**src/rtl/rr_arb_2to1_pkg.sv**
```systemverilog
// Shared definitions for the 2:1 round-robin packet arbiter and the
// downstream 2:1 select stage that consumes its sel output.
//   state_t : arbiter lock state
//   SEL_A   : select value that passes channel A
//   SEL_B   : select value that passes channel B
package rr_arb_2to1_pkg;

    typedef enum logic [1:0] {
        IDLE   = 2'd0,
        LOCK_A = 2'd1,
        LOCK_B = 2'd2
    } state_t;

    localparam logic SEL_A = 1'b0;
    localparam logic SEL_B = 1'b1;

endpackage

```
**src/rtl/rr_arb_2to1_pick2.sv**
```systemverilog
// Combinational round-robin pick between two requesters, used when the
// arbiter is not locked to a packet.
//   a_vld, b_vld : channel requests
//   last_served  : channel that completed the most recent packet (SEL_A/SEL_B)
//   grant_vld    : at least one channel is requesting
//   grant_sel    : winning channel (SEL_A/SEL_B); meaningful only with grant_vld
module rr_pick2
    import rr_arb_2to1_pkg::*;
(
    input  logic a_vld,
    input  logic b_vld,
    input  logic last_served,
    output logic grant_vld,
    output logic grant_sel
);

    always_comb begin
        grant_vld = a_vld || b_vld;
        grant_sel = SEL_A;
        if (a_vld && b_vld) begin
            // tie goes to the channel that did not finish the last packet
            grant_sel = (last_served == SEL_A) ? SEL_B : SEL_A;
        end else if (b_vld) begin
            grant_sel = SEL_B;
        end
    end

endmodule

```
**src/rtl/rr_arb_2to1.sv**
```systemverilog
// Two-channel round-robin packet arbiter feeding a 2:1 select stage.
// The grant is locked for a whole packet; the winning beat is registered
// together with its select value so data and sel stay aligned downstream.
//   clk_in, rst_in              : clock, synchronous active-high reset
//   a_* / b_*                   : input valid/ready streams with last flag
//   y_data_out/vld/last, y_rdy_in : one-entry registered output stream
//   sel_out                     : source of current y beat (0=A, 1=B)
//   busy_out                    : packet in progress or output occupied
//   a_pkt_cnt_out/b_pkt_cnt_out : wrapping completed-packet counters
//
// state  | meaning
// IDLE   | no packet in progress; next winner chosen by round-robin pick
// LOCK_A | mid-packet on A; only A may be accepted until its last beat
// LOCK_B | mid-packet on B; only B may be accepted until its last beat
module rr_arb_2to1
    import rr_arb_2to1_pkg::*;
#(
    parameter int DATA_W = 8,
    parameter int CNT_W  = 16
) (
    input  logic              clk_in,
    input  logic              rst_in,
    input  logic [DATA_W-1:0] a_data_in,
    input  logic              a_vld_in,
    input  logic              a_last_in,
    output logic              a_rdy_out,
    input  logic [DATA_W-1:0] b_data_in,
    input  logic              b_vld_in,
    input  logic              b_last_in,
    output logic              b_rdy_out,
    output logic [DATA_W-1:0] y_data_out,
    output logic              y_vld_out,
    output logic              y_last_out,
    input  logic              y_rdy_in,
    output logic              sel_out,
    output logic              busy_out,
    output logic [CNT_W-1:0]  a_pkt_cnt_out,
    output logic [CNT_W-1:0]  b_pkt_cnt_out
);

    state_t state;
    logic   last_served;
    logic   out_free;
    logic   pick_vld;
    logic   pick_sel;
    logic   a_acc;
    logic   b_acc;

    rr_pick2 u_pick (
        .a_vld       (a_vld_in),
        .b_vld       (b_vld_in),
        .last_served (last_served),
        .grant_vld   (pick_vld),
        .grant_sel   (pick_sel)
    );

    assign out_free = !y_vld_out || y_rdy_in;

    // Gated by rst_in so nothing looks accepted while reset is applied.
    assign a_rdy_out = !rst_in && out_free &&
                       ((state == LOCK_A) ||
                        (state == IDLE && pick_vld && pick_sel == SEL_A));
    assign b_rdy_out = !rst_in && out_free &&
                       ((state == LOCK_B) ||
                        (state == IDLE && pick_vld && pick_sel == SEL_B));

    assign a_acc = a_rdy_out && a_vld_in;
    assign b_acc = b_rdy_out && b_vld_in;

    assign busy_out = !rst_in && ((state != IDLE) || y_vld_out);

    always_ff @(posedge clk_in) begin
        if (rst_in) begin
            state         <= IDLE;
            last_served   <= SEL_B;
            y_data_out    <= '0;
            y_vld_out     <= 1'b0;
            y_last_out    <= 1'b0;
            sel_out       <= SEL_A;
            a_pkt_cnt_out <= '0;
            b_pkt_cnt_out <= '0;
        end else if (a_acc) begin
            y_data_out <= a_data_in;
            y_last_out <= a_last_in;
            y_vld_out  <= 1'b1;
            sel_out    <= SEL_A;
            if (a_last_in) begin
                state         <= IDLE;
                last_served   <= SEL_A;
                a_pkt_cnt_out <= a_pkt_cnt_out + 1'b1;
            end else begin
                state <= LOCK_A;
            end
        end else if (b_acc) begin
            y_data_out <= b_data_in;
            y_last_out <= b_last_in;
            y_vld_out  <= 1'b1;
            sel_out    <= SEL_B;
            if (b_last_in) begin
                state         <= IDLE;
                last_served   <= SEL_B;
                b_pkt_cnt_out <= b_pkt_cnt_out + 1'b1;
            end else begin
                state <= LOCK_B;
            end
        end else if (out_free) begin
            // beat drained with nothing to replace it; payload regs hold
            y_vld_out <= 1'b0;
        end
    end

endmodule

```
**config.mk**
```make
export PLATFORM = sky130hd
export DESIGN_NAME = rr_arb_2to1
export DESIGN_NICKNAME = d
export VERILOG_FILES = /design/src/rtl/rr_arb_2to1_pkg.sv /design/src/rtl/rr_arb_2to1_pick2.sv /design/src/rtl/rr_arb_2to1.sv
export SDC_FILE = /design/constraint.sdc
export NUM_CORES = 1
export LEC_CHECK = 0
export BUFFER_PORTS_ARGS = -buffer_cell sky130_fd_sc_hd__buf_2
export CORE_UTILIZATION = 25
export CTS_BUF_LIST = sky130_fd_sc_hd__clkbuf_8
export CTS_CLUSTER_SIZE = 16
export DETAILED_ROUTE_END_ITERATION = 12
export PLACE_DENSITY = 0.51
export SLEW_MARGIN = 40
export SYNTH_ARGS = -nofsm -noshare
export SYNTH_HDL_FRONTEND = slang
export SYNTH_SLANG_ARGS = --single-unit
export TNS_END_PERCENT = 100
```
**constraint.sdc**
```tcl
create_clock -name clk_in -period 1.76 [get_ports clk_in]
set_clock_uncertainty 0.15 [all_clocks]
set_input_delay 0 -clock clk_in [delete_from_list [all_inputs] [get_ports clk_in]]
set_output_delay 0 -clock clk_in [all_outputs]
set_load 0.02 [all_outputs]
```
==> results.toml <==
[pwr]
p_clk_share_pct = 31.4
p_int_mw = 1.56
finalPower_mw = 2.16
powerDensity_nw_per_um2 = 598
p_sw_uw = 596
combPwrFrac_pct = 18.2
sw_frac_of_total_pct = 27.6
seqPwrFrac_pct = 50.4
leakage_nw = 1.46
peakVddDrop_uv = 344

[floorplan]
dieArea_um2 = 9980
fp.dieH_um = 99.9
core_area_um2 = 9240
initial_core_util_pct = 25.9
io_pins = 69
row_count = 35
die_w_um = 99.9

[final_layout]
fillers = 945
seqCellArea_um2 = 951
area_delta_synth_final_pct = 50.8
final_nets = 421
final_core_util_pct = 39.1
layout-drive-gt1-share_pct = 44.3
antennaDiodeCount = 0
finalInstanceArea_um2 = 3610
multi_input_area_um2 = 1500

[flow_run]
cap_violations = 0

[setup_path]
r2r_cells = 4
critPathLaunchType = "flop"
crit_required_ns = 1.85
cp.depth = 4
cp.buffers_inverters = 0
cp-end-kind = "flop"
critical_path.cell_chain = "nor2b_4 -> or4_4 -> or4_4 -> a21oi_2"
rrSetupSlack_ns = 0.004
crit_top_cell = "or4_4"
arrival_ns = 1.84
critPathMaxFanout = 8
slowest_stage = "or4_4"
crit_path_max_incr_delay_ns = 0.49
timing.rr.end = "b_pkt_cnt_out[14]"
cp_top_family = "simple AND/OR/NAND/NOR gates"
r2r_start = "y_vld_out"
critPathKind = "flop to flop"

[global_routing]
first_global_vias = 2528
grt_pass1_wl_um = 12100
grt_max_degree = 27
grt_use_total_pct = 14.9
antenna_found_initial = 0
grt.overflow.total = 0

[min_path]
hold_path_class = "primary input to flop"
hp-start = "y_rdy_in"
min_to = "y_vld_out"
min_path_cells = 4

[detailed_routing]
routed_wirelength_um = 7320
num_vias = 2695
drtIter0Drc = 98
drc = 0
wl_per_cell_um = 13.9
final_antenna_net_count = 0
detail_route.vias_per_cell = 5.12
firstDrtPassIters = 5

[timing]
max_slew.worst_pin.slew_ns = 0.318
final.period_utilization_pct = 99.8
fin_crit_ns = 1.76
clock.fmax_mhz = 570
tns_ns = 0
finalSetupViolations = 0
worst_slack_ns = 0.00416
hold_viol_final = 0
drv_slew = 0
rsz0062_at_grt = "yes"
relSlewSlack_pct = 78.6

[placed_design]
io_buffers = 68
hpwl_um = 5100
place_area_um2 = 3160
gp_congestion = 0.796
post-place-ws_ns = -0.0601

[synthesis]
synthCells = 276
yosys_register_bits = 46
yosys_warnings = 0
netlist.area_leader.share_pct = 38.5
avgSynthCellArea_um2 = 8.68
ys_types = 48
synth_area_leaders = "dfxtp_1, a21oi_1, nand4_1"
yosysTopAreaCell = "dfxtp_1"
syn_nets = 301
synthFlopType = "dfxtp_1"
synth-edff-count = 0
async_flop_share_pct = 0
ys_seq_area_share_pct = 38.5
netlist_area_um2 = 2390
ys_top_cells_by_count = "dfxtp_1, a21oi_1, nor2_1"
yosysMostFrequentCell = "dfxtp_1"

[clocking]
path_clk_slew_ns = 0.09
clock-sinks = 46
htree_levels = 2
tritoncts = "yes"
clock-root-buffer = "clkbuf_8"
cts.path.max_buffers = 2
cts_buffers = 5
clkLatencyLatePin_ns = 0.30

[status]
status = "completed"
-- power by group through the flow --
stage                     logic (mW)  clock network [mW]  registers [mW]
after floorplan                0.165                   0            1.13
after global placement         0.332                   0            1.11
after detailed placement       0.334                   0            1.11
after CTS                      0.373               0.711            1.09
after global routing           0.424               0.744            1.09
final                          0.393               0.678            1.09
-- timing repair --
| action | CTS | global route |
|---|---|---|
| endpoints found under the hold margin | 14 | 0 |
| pin swaps | 1 | 6 |
| hold buffers | 18 | 0 |
| setup endpoints to repair | 23 | 29 |
| buffers inserted | 1 | 2 |
| gates resized for setup | 11 | 30 |
-- placed cells by master (no fill, tap or decap), types with 3 or more instances in the layout --
master,Yosys,final
mux2i_1,3,3
and4_1,8,6
nand3_1,7,7
nand4_1,17,17
clkbuf_8,0,6
nand2b_1,7,5
nor2b_1,10,9
dlygate4sd3_1,0,18
mux2_2,7,7
dfxtp_4,0,5
buf_2,5,67
nand2_1,14,14
a21oi_1,26,24
nor3_1,4,4
dfxtp_1,46,32
inv_1,4,5
nor4_1,11,3
o31ai_1,12,12
and2_1,5,5
nor4_2,0,8
or4_1,13,11
o21ai_0,5,5
or3_1,5,5
a222oi_1,7,7
or4_4,1,3
nor2_1,19,19
dfxtp_2,0,9
buf_4,0,43
-- metrics by stage --
step / hold slack, ns / instances
3_5_place_dp: 0.121 / 497
6_report: 0.00139 / 526
2_1_floorplan: -0.0146 / 276
4_1_cts: 0.00203 / 524
5_1_grt: 0.0178 / 526
3_3_place_gp: 0.105 / 497
-- worst register-to-register path, stage by stage (launching register included) --
cell,delay (ns)
dfxtp_4,0.35
nor2b_4,0.16
or4_4,0.49
or4_4,0.43
a21oi_2,0.12
-- layer usage --
metal | wire [µm] | global-route usage [%]
met1 | 3450 | 19.3
met2 | 3470 | 25.5
met3 | 363 | 2.86
met4 | 30 | 3.39
met5 | 0 | 0
-- cell type report --
class	instances	area share (%)
clock buffer	6	2.29
multi-input combinational	206	41.5
tap	129	4.47
inverter	5	0.520
timing repair buffer	132	24.6
sequential	46	26.3
clock inverter	2	0.243
-- worst max path at each step --
| stage | start | endpoint | slack (ns) |
|---|---|---|---|
| final | y_vld_out | b_pkt_cnt_out[14] | 0.004 |
| after global routing | y_vld_out | b_pkt_cnt_out[3] | -0.07 |
| after CTS | y_vld_out | b_pkt_cnt_out[14] | -0.003 |
| after detailed placement | y_vld_out | a_pkt_cnt_out[12] | -0.06 |
| after global placement | state[1] | a_pkt_cnt_out[6] | -0.05 |
| after floorplan | b_pkt_cnt_out[4] | b_pkt_cnt_out[7] | -0.04 |
-- registers in the layout, summed over array words and instances, names as in the netlist --
register and cells:
sel_out 1, y_vld_out 1, y_last_out 1, state 2
y_data_out 8, b_pkt_cnt_out 16, a_pkt_cnt_out 16, last_served 1
-- cells by family after synthesis --
| group | Yosys count | synth area share (%) |
|---|---|---|
| AO/OA/AOI/OAI | 59 | 16.4 |
| XOR/XNOR | 1 | 0.366 |
| adder cells (fa/ha/maj) | 2 | 1.04 |
| buffers and inverters | 24 | 4.70 |
| flip-flops | 46 | 38.5 |
| multiplexers | 10 | 4.55 |
| AND/OR/NAND/NOR | 134 | 34.5 |
No activity file was read; power rests on OpenSTA's default activity.
